--- src/rtl/alarm_clock_display.sv ---
// -----------------------------------------------------------------------------
// alarm_clock_display
//
// Hardware time-of-day and alarm engine. A prescaler divides clk_clk down to
// a one-second tick. The tick advances an hh:mm:ss register, which drives six
// registered 7-segment digits. An alarm register (hh:mm, seconds implied 00)
// is compared against the time once per second. A ring/snooze state machine
// drives the LED bank. The state machine is acknowledged by a debounced
// active-low key.
//
// Ports
//   clk_clk            system clock
//   reset_reset        asynchronous, active-high reset
//   button_export      raw alarm-acknowledge key, active-low, asynchronous
//   set_valid          one-cycle load strobe
//   set_target         0 = load time, 1 = load alarm
//   set_hours          load value, hours 0-23
//   set_minutes        load value, minutes 0-59
//   set_seconds        load value, seconds 0-59 (time loads only)
//   alarm_enable       level; 0 disarms the alarm and forces IDLE
//   set_error          one-cycle pulse after a rejected load
//   ringing            high while the alarm is ringing
//   leds_export        alarm indication (flashing while ringing, bit 0 in snooze)
//   segment1..6_export {dp,g,f,e,d,c,b,a} for ss ones/tens, mm ones/tens,
//                      hh ones/tens; dp of digits 3 and 5 shows alarm_enable
// -----------------------------------------------------------------------------
module alarm_clock_display #(
  parameter int TICKS_PER_SEC   = 50000000,
  parameter int DEBOUNCE_CYCLES = 1000000,
  parameter int RING_SECONDS    = 60,
  parameter int SNOOZE_SECONDS  = 300,
  parameter int SEG_ACTIVE_LOW  = 1,
  parameter int NUM_LEDS        = 10
) (
  input  logic                clk_clk,
  input  logic                reset_reset,
  input  logic                button_export,
  input  logic                set_valid,
  input  logic                set_target,
  input  logic [4:0]          set_hours,
  input  logic [5:0]          set_minutes,
  input  logic [5:0]          set_seconds,
  input  logic                alarm_enable,
  output logic                set_error,
  output logic                ringing,
  output logic [NUM_LEDS-1:0] leds_export,
  output logic [7:0]          segment1_export,
  output logic [7:0]          segment2_export,
  output logic [7:0]          segment3_export,
  output logic [7:0]          segment4_export,
  output logic [7:0]          segment5_export,
  output logic [7:0]          segment6_export
);

  localparam int PW   = $clog2(TICKS_PER_SEC);
  localparam int DW   = $clog2(DEBOUNCE_CYCLES + 1);
  localparam int TMAX = (RING_SECONDS > SNOOZE_SECONDS) ? RING_SECONDS : SNOOZE_SECONDS;
  localparam int TW   = $clog2(TMAX + 1);

  localparam logic [PW-1:0] PRE_LAST    = PW'(TICKS_PER_SEC - 1);
  localparam logic [PW-1:0] PRE_HALF    = PW'(TICKS_PER_SEC / 2);
  localparam logic [DW-1:0] DEB_LAST    = DW'(DEBOUNCE_CYCLES - 1);
  localparam logic [DW-1:0] DEB_FULL    = DW'(DEBOUNCE_CYCLES);
  localparam logic [TW-1:0] RING_LAST   = TW'(RING_SECONDS - 1);
  localparam logic [TW-1:0] SNOOZE_LAST = TW'(SNOOZE_SECONDS - 1);

  typedef enum logic [1:0] {
    IDLE    = 2'd0,
    RINGING = 2'd1,
    SNOOZE  = 2'd2
  } state_t;

  // ---------------------------------------------------------------------------
  // Display helpers
  // ---------------------------------------------------------------------------
  function automatic logic [3:0] dec_tens(input logic [5:0] v);
    return 4'(v / 6'd10);
  endfunction

  function automatic logic [3:0] dec_ones(input logic [5:0] v);
    return 4'(v % 6'd10);
  endfunction

  // Segment pattern with lit = 1, flipped to the board polarity on return.
  function automatic logic [7:0] seg_code(input logic [3:0] digit, input logic dp);
    logic [6:0] lit;
    case (digit)
      4'd0:    lit = 7'h3F;
      4'd1:    lit = 7'h06;
      4'd2:    lit = 7'h5B;
      4'd3:    lit = 7'h4F;
      4'd4:    lit = 7'h66;
      4'd5:    lit = 7'h6D;
      4'd6:    lit = 7'h7D;
      4'd7:    lit = 7'h07;
      4'd8:    lit = 7'h7F;
      4'd9:    lit = 7'h6F;
      default: lit = 7'h00;
    endcase
    return (SEG_ACTIVE_LOW != 0) ? ~{dp, lit} : {dp, lit};
  endfunction

  // ---------------------------------------------------------------------------
  // Declarations
  // ---------------------------------------------------------------------------
  logic [PW-1:0] pre_p0;
  logic          tick;
  logic          tick_eff;
  logic          tick_p1;

  logic [4:0]    hours;
  logic [5:0]    minutes;
  logic [5:0]    seconds;
  logic [4:0]    alarm_hours;
  logic [5:0]    alarm_minutes;

  logic          load_ok;
  logic          time_load;
  logic          alarm_load;
  logic          alarm_match;

  logic          btn_meta;
  logic          btn_sync;
  logic [DW-1:0] low_cnt;
  logic          press;

  state_t        state;
  state_t        state_next;
  logic [TW-1:0] timer;
  logic [TW-1:0] timer_next;

  // ---------------------------------------------------------------------------
  // Stage p0: prescaler and load decode
  // ---------------------------------------------------------------------------
  assign tick    = (pre_p0 == PRE_LAST);
  assign load_ok = (set_hours <= 5'd23) && (set_minutes <= 6'd59) &&
                   (set_target || (set_seconds <= 6'd59));
  assign time_load  = set_valid && load_ok && !set_target;
  assign alarm_load = set_valid && load_ok && set_target;
  // A time load restarts the second, so a tick in the same cycle is dropped.
  assign tick_eff   = tick && !time_load;

  always_ff @(posedge clk_clk or posedge reset_reset) begin
    if (reset_reset) begin
      pre_p0 <= '0;
    end else if (time_load || tick) begin
      pre_p0 <= '0;
    end else begin
      pre_p0 <= pre_p0 + PW'(1);
    end
  end

  // ---------------------------------------------------------------------------
  // Stage p1: time, alarm and error registers
  // ---------------------------------------------------------------------------
  always_ff @(posedge clk_clk or posedge reset_reset) begin
    if (reset_reset) begin
      hours   <= '0;
      minutes <= '0;
      seconds <= '0;
    end else if (time_load) begin
      hours   <= set_hours;
      minutes <= set_minutes;
      seconds <= set_seconds;
    end else if (tick) begin
      if (seconds == 6'd59) begin
        seconds <= '0;
        if (minutes == 6'd59) begin
          minutes <= '0;
          hours   <= (hours == 5'd23) ? 5'd0 : hours + 5'd1;
        end else begin
          minutes <= minutes + 6'd1;
        end
      end else begin
        seconds <= seconds + 6'd1;
      end
    end
  end

  always_ff @(posedge clk_clk or posedge reset_reset) begin
    if (reset_reset) begin
      alarm_hours   <= '0;
      alarm_minutes <= '0;
      set_error     <= 1'b0;
      tick_p1       <= 1'b0;
    end else begin
      if (alarm_load) begin
        alarm_hours   <= set_hours;
        alarm_minutes <= set_minutes;
      end
      set_error <= set_valid && !load_ok;
      // Remembers that the time just advanced by a real second, so only an
      // exact-second arrival (never a load jumping onto the alarm) can ring.
      tick_p1   <= tick_eff;
    end
  end

  // ---------------------------------------------------------------------------
  // Stage p2: registered 7-segment outputs
  // ---------------------------------------------------------------------------
  always_ff @(posedge clk_clk or posedge reset_reset) begin
    if (reset_reset) begin
      segment1_export <= seg_code(4'd0, 1'b0);
      segment2_export <= seg_code(4'd0, 1'b0);
      segment3_export <= seg_code(4'd0, 1'b0);
      segment4_export <= seg_code(4'd0, 1'b0);
      segment5_export <= seg_code(4'd0, 1'b0);
      segment6_export <= seg_code(4'd0, 1'b0);
    end else begin
      segment1_export <= seg_code(dec_ones(seconds), 1'b0);
      segment2_export <= seg_code(dec_tens(seconds), 1'b0);
      segment3_export <= seg_code(dec_ones(minutes), alarm_enable);
      segment4_export <= seg_code(dec_tens(minutes), 1'b0);
      segment5_export <= seg_code(dec_ones({1'b0, hours}), alarm_enable);
      segment6_export <= seg_code(dec_tens({1'b0, hours}), 1'b0);
    end
  end

  // ---------------------------------------------------------------------------
  // Button: synchroniser and stable-low debounce
  // ---------------------------------------------------------------------------
  // low_cnt saturates at DEBOUNCE_CYCLES, so a held key yields one pulse and
  // only a high sample re-arms it.
  always_ff @(posedge clk_clk or posedge reset_reset) begin
    if (reset_reset) begin
      btn_meta <= 1'b1;
      btn_sync <= 1'b1;
      low_cnt  <= '0;
      press    <= 1'b0;
    end else begin
      btn_meta <= button_export;
      btn_sync <= btn_meta;
      if (btn_sync) begin
        low_cnt <= '0;
        press   <= 1'b0;
      end else if (low_cnt != DEB_FULL) begin
        low_cnt <= low_cnt + DW'(1);
        press   <= (low_cnt == DEB_LAST);
      end else begin
        press   <= 1'b0;
      end
    end
  end

  // ---------------------------------------------------------------------------
  // Alarm state machine
  // ---------------------------------------------------------------------------
  assign alarm_match = (seconds == 6'd0) && (hours == alarm_hours) &&
                       (minutes == alarm_minutes);

  always_ff @(posedge clk_clk or posedge reset_reset) begin
    if (reset_reset) begin
      state <= IDLE;
      timer <= '0;
    end else begin
      state <= state_next;
      timer <= timer_next;
    end
  end

  always_comb begin
    state_next = state;
    timer_next = timer;
    if (!alarm_enable) begin
      state_next = IDLE;
      timer_next = '0;
    end else begin
      case (state)
        IDLE: begin
          if (tick_p1 && alarm_match) begin
            state_next = RINGING;
            timer_next = '0;
          end
        end
        RINGING: begin
          if (press) begin
            state_next = IDLE;
            timer_next = '0;
          end else if (tick_eff) begin
            if (timer == RING_LAST) begin
              state_next = SNOOZE;
              timer_next = '0;
            end else begin
              timer_next = timer + TW'(1);
            end
          end
        end
        SNOOZE: begin
          if (press) begin
            state_next = IDLE;
            timer_next = '0;
          end else if (tick_eff) begin
            if (timer == SNOOZE_LAST) begin
              state_next = RINGING;
              timer_next = '0;
            end else begin
              timer_next = timer + TW'(1);
            end
          end
        end
        default: begin
          state_next = IDLE;
          timer_next = '0;
        end
      endcase
    end
  end

  assign ringing = (state == RINGING);

  // LEDs flash with the prescaler phase: on for the first half of each second.
  always_comb begin
    leds_export = '0;
    case (state)
      RINGING: if (pre_p0 < PRE_HALF) leds_export = '1;
      SNOOZE:  leds_export[0] = 1'b1;
      default: leds_export = '0;
    endcase
  end

endmodule

--- config.mk ---
export PLATFORM = sky130hd
export DESIGN_NAME = alarm_clock_display
export DESIGN_NICKNAME = d
export VERILOG_FILES = /design/src/rtl/alarm_clock_display.sv
export SDC_FILE = /design/constraint.sdc
export NUM_CORES = 1
export LEC_CHECK = 0
export CAP_MARGIN = 20
export CORE_ASPECT_RATIO = 0.75
export CORE_UTILIZATION = 50
export CTS_BUF_LIST = sky130_fd_sc_hd__clkbuf_4
export DETAILED_ROUTE_END_ITERATION = 8
export GPL_ROUTABILITY_DRIVEN = 0
export PLACE_DENSITY = 0.76
export RECOVER_POWER = 100
export SYNTH_ARGS = -nofsm -noshare
export SYNTH_HDL_FRONTEND = slang
export SYNTH_SLANG_ARGS = --single-unit
--- constraint.sdc ---
create_clock -name clk_clk -period 15.15 [get_ports clk_clk]
set_input_delay 4.545 -clock clk_clk [delete_from_list [all_inputs] [get_ports clk_clk]]
set_output_delay 4.545 -clock clk_clk [all_outputs]
set_load 0.005 [all_outputs]
# --- Word level (Yosys, flattened, before mapping) ---
# Memories as Yosys holds them, arrays and structs flattened.
# Index checks and enable logic that the tools add are counted.
word_totals:
  n_memories: 6
  output_inout_bits: 60
  elab_cells: 128
  romBits: 672
  input_bits: 23
  regBits: 138
op_classes:
  order_cmp: 4
  muxes: 38
  n_reduce_logical: 25
  n_div: 6
  bitwise_logic: 6
  eq_ne: 17
  add_sub_neg: 6
memory_table:
  columns: ["name", "words", "width", "read_ports", "rd_ports_with_merged_regs", "write_ports", "line", "text"]
  rows:
  - ["(no name shown)", 16, 7, 1, 0, 0, "87", "case (digit)"]
  - ["(no name shown)", 16, 7, 1, 0, 0, "87", null]
  - ["(no name shown)", 16, 7, 1, 0, 0, "87", null]
  - ["(no name shown)", 16, 7, 1, 0, 0, "87", null]
  - ["(no name shown)", 16, 7, 1, 0, 0, "87", null]
  - ["(no name shown)", 16, 7, 1, 0, 0, "87", null]
op_table:
  columns: ["cell", "n"]
  rows:
  - ["2-to-1 mux 9 bit", 9]
  - ["2-to-1 mux 6 bit", 7]
  - ["2-to-1 mux 20 bit", 2]
  - ["inverter 7 -> 8 bit", 4]
  - ["case mux 9 bit (3 select lines)", 1]
  - ["adder 26 x 1 -> 26 bit, second input constant", 1]
  - ["== test 26 bit, second input constant", 1]
  - ["< comparator 26 x 25 -> 1 bit, second input constant", 1]
  - ["2-to-1 mux 26 bit", 1]
  - ["2-to-1 mux 5 bit", 5]
  - ["adder 20 x 1 -> 20 bit, second input constant", 1]
  - ["== test 20 bit, second input constant", 1]
  - ["!= test 20 bit, second input constant", 1]
  - ["2-to-1 mux 2 bit", 8]
  - ["inverter 8 bit", 2]
  - ["adder 6 x 1 -> 6 bit, second input constant", 2]
  - ["divider 6 x 4 -> 6 bit, second input constant", 2]
  - ["== test 6 bit, second input constant", 2]
  - ["less-or-equal comparator 6 bit, second input constant", 2]
  - ["remainder unit 6 x 4 -> 6 bit, second input constant", 2]
  - ["logical AND 1 bit", 10]
  - ["2-to-1 mux 10 bit", 1]
  - ["adder 9 x 1 -> 9 bit, second input constant", 1]
  - ["== test 9 x 6 -> 1 bit, second input constant", 1]
  - ["other kinds (24)", 34]

# --- Logic depth before layout (Yosys ltp) ---
depth:
  depth_word: 11
  depth_mapped: 11
  ltp_nobuf: 11

# --- Least setup slack after synthesis ---
# No wires, ideal clock.
synth_path:
  path_type: "reg2out"
  from: "register pre_p0[8]"
  to: "output leds_export[2]"
  slack_ns: 8.575
  t_arrival_ns: 2.030
  path_stages_with_launch: 8
  n_path_buf: 1
  required_time_ns: 10.605
  path_cell_list: "dfrtp_1 -> or4_1 -> o21ai_0 -> nand2b_1 -> a21oi_1 -> o21bai_1 -> a21oi_1 -> buf_4"
synth_between:
  elab_chain_len: 3
synth_rtl:
  columns: ["item", "line", "text"]
  rows:
  - ["start: declaration", "106", "logic [PW-1:0] pre_p0;"]
  - ["start signal: assignment", "149", "pre_p0 <= pre_p0 + PW'(1);"]
  - ["< comparator 26 x 25 -> 1 bit", "315", "RINGING: if (pre_p0 < PRE_HALF) leds_export = '1;"]
  - ["2-to-1 mux 10 bit", "315", null]
  - ["2-to-1 mux 9 bit", "314", "case (state)"]
  - ["end: declaration", "46", "output logic [NUM_LEDS-1:0] leds_export,"]
# No other way between the ends.

==> summary.txt <==
Outcome
  • Status: finished with violations
  • Failing checks: capacitance limit, slew limit

CTS
  • Worst skew pair latency: 0.55 ns
  • H-tree depth: 4
  • CTS resizes: 0
  • Worst-case clock buffer depth: 2
  • Clk root buf: clkbuf_4
  • Hold_buf cts: 0
  • CTS Sinks: 131
  • Post-CTS Setup Inserts: 0
  • Clock slew at reported path FFs: 0.12 ns
  • Inserted Clock Buffers: 17
  • Clock tree from TritonCTS: done

Cells and area
  • Commonest non-fill, non-tap cells in the layout: dfrtp_1 (122), nor2_1 (88), o21ai_0 (62), dlygate4sd3_1 (60), nand2_1 (55)
  • Fraction of layout cells with a size suffix above 1: 0.0752
  • Final core occ: 0.592
  • P&R area growth vs syn: 14.9%
  • Leading cell type in the layout, fill and taps excluded: dfrtp_1
  • Layout net count: 925

Pwr
  • Seq pwr share: 0.382
  • NetSw: 511 uW
  • Clk pwr share: 0.196
  • P_int: 837 uW
  • Combinational Power Share: 0.422
  • Power Density: 156 nW/um^2
  • Switch share: 0.379
  • Max IR drop VDD: 134 uV
  • Lkg Pwr: 0.00368 uW

Die
  • I/O pin count: 83
  • Die H: 108 um
  • Row count: 38
  • Chip width: 143 um
  • Initial core utilization: 0.515
  • Die ar.: 15500 um^2
  • Core area: 14500 um^2

Drt
  • Vias per cell: 5.47
  • Vias: 5907
  • Drt initial violations: 421
  • Post-DRT Antenna Nets: 0
  • Number of remaining DRC errors: 0
  • WL final: 15.1 mm
  • Detailed Routing Iterations Pass 1: 5
  • Routed len/inst: 14.0 um

Critical path
  • Arrival time at the worst endpoint: 9.08 ns
  • Critical Path RT: 15.12 ns
  • Crit path largest cell delay: 2.29 ns
  • Critical Path Source Type: input pin
  • Reg2reg end: hours[3]
  • Worst R2R Setup Slack: 11.84 ns
  • Slowest CP cell: clkbuf_1
  • Critical path capture point type: asynchronous set/reset pin
  • Critical Setup Path Class: input pin to asynchronous set/reset pin
  • Crit path cell chain: dlygate4sd3_1 -> clkinvlp_2 -> clkbuf_1
  • Worst-path maximum fanout: 69
  • R2R Path Start: pre_p0[1]
  • FF-to-FF path depth: 8

Place
  • Detailed placement HPWL: 10.7 mm
  • PortBufs: 77

Global routing
  • Largest net degree at the start of global routing: 70
  • Initial antenna violation count: 1
  • Grt total ovfl: 0
  • First-pass GRT wire length: 25.9 mm
  • Gr usage total: 0.214
  • Vias in the first global route: 5365

Yosys
  • Post-synth EDFFs: 0
  • Synth Cell Area: 7490 um^2
  • Seq/Total Area, Yosys: 0.439
  • Prevailing post-synth register cell: dfrtp_1
  • Post-synthesis async set-or-reset flop share: 1.00
  • Avg Inst Size Synth: 9.24 um^2
  • Number of synthesized register bits: 131
  • Post-synthesis cell count: 811
  • Warnings from Yosys: 0
  • Distinct cells, synth: 71

Timing
  • Final slew viol count: 134
  • Max Freq: 0.110 GHz
  • RSZ-0062 raised after global routing: false
  • Final Hold Vio Count: 0
  • Final period utilization: 0.602
  • Tmin final: 9.11 ns
  • Slew Limit Headroom: -1.07
  • Pin slew with the least headroom to its limit: 3.11 ns
  • Hold Slack: 0.372 ns
  • Clock skew: 0.0224 ns
  • Final setup vio count: 0
  • Final TNS setup: 0 ns

Run
  • Maxcap violations: 2

Hold path
  • Hold path depth: 0
  • Min-delay src: btn_meta
  • Hold crit path type: register to register
  • Hold EP: btn_sync
[routing by layer]
layer  GRT usage  part of all wire  vias to the layer above
met4      0.0767             0.021                        0
met2       0.314              0.43                      151
met1       0.307              0.50                     2787
met5           0                 0                        -
met3      0.0509             0.047                       24
li1            -                 -                     2945
[per-stage QoR]
step                      area, um^2  total power, uW  std cells  setup slack (ns)
after floorplan                 7500              915        814              7.12
after global placement          8290             1100       1045              7.93
after detailed placement        8290             1110       1045              7.82
after CTS                       8620             1380       1077              7.35
after global routing            8610             1460       1079              4.84
final                           8610             1350       1079              6.04
[cell families after synthesis]
family          synth area share
compound gates             0.151
xor+xnor                  0.0596
fa+ha+maj                 0.0631
buf+inv                   0.0521
flops                      0.439
mux                       0.0356
other cells              0.00100
simple gates               0.198
[power groups by stage]
stage	clock network, uW	logic, uW	registers (uW)
after floorplan	0	429	485
after global placement	0	579	521
after detailed placement	0	586	522
after CTS	271	593	516
after global routing	287	649	527
final	264	569	515
[Yosys cell counts, types with 5 or more instances]
cell	n	share of area
dfrtp_1	122	0.41
nor2_1	87	0.044
o21ai_0	60	0.040
nand2_1	55	0.028
a21oi_1	45	0.030
inv_1	38	0.019
ha_1	37	0.062
xor2_1	33	0.039
nand3_1	32	0.021
clkbuf_1	28	0.014
nor3_1	19	0.013
nand2b_1	18	0.015
xnor2_1	18	0.021
buf_4	15	0.015
mux2_2	13	0.020
nand4_1	13	0.011
a31oi_1	12	0.010
mux2i_1	12	0.016
or3_1	12	0.010
nor2b_1	11	0.0092
dfstp_2	9	0.032
and2_1	7	0.0058
nor4_1	6	0.0050
a211oi_1	5	0.0050
and3_1	5	0.0042
o21a_1	5	0.0050
o21ai_1	5	0.0033
or2_2	5	0.0042
[worst max-delay path by stage]
stage | startpoint | to | slack [ns] | cells past startpoint
2_1_floorplan | reset_reset | alarm_hours[0] | 7.12 | 1
3_3_place_gp | set_minutes[4] | timer[6] | 7.93 | 7
3_5_place_dp | set_minutes[4] | timer[6] | 7.82 | 7
4_1_cts | pre_p0[8] | leds_export[5] | 7.35 | 7
5_1_grt | reset_reset | hours[4] | 4.84 | 3
6_report | reset_reset | low_cnt[18] | 6.04 | 3
[registers in the layout, summed over array words and instances (netlist names)]
name	flops
seconds	6
tick_p1	1
pre_p0	26
set_error	1
hours	5
btn_meta	1
btn_sync	1
segment4_export	7
segment1_export	7
low_cnt	20
segment5_export	7
segment3_export	8
segment6_export	5
timer	9
alarm_hours	5
alarm_minutes	6
state	2
minutes	6
press	1
segment2_export	7
[cell type report]
cell class | count | area (um^2)
Antenna cell | 1 | 2.50
Clock buffer | 18 | 135
Clock inverter | 14 | 188
Fill cell | 1276 | 5940
Inverter | 38 | 144
Multi-Input combinational cell | 597 | 3820
Sequential cell | 131 | 3290
Tap cell | 200 | 250
Timing Repair Buffer | 80 | 782
[critical path: cells and delay by family]
kind     cells  cell delay [ns]
buf+inv      3             4.48
Note: power is estimated with default switching activity, not from simulation.
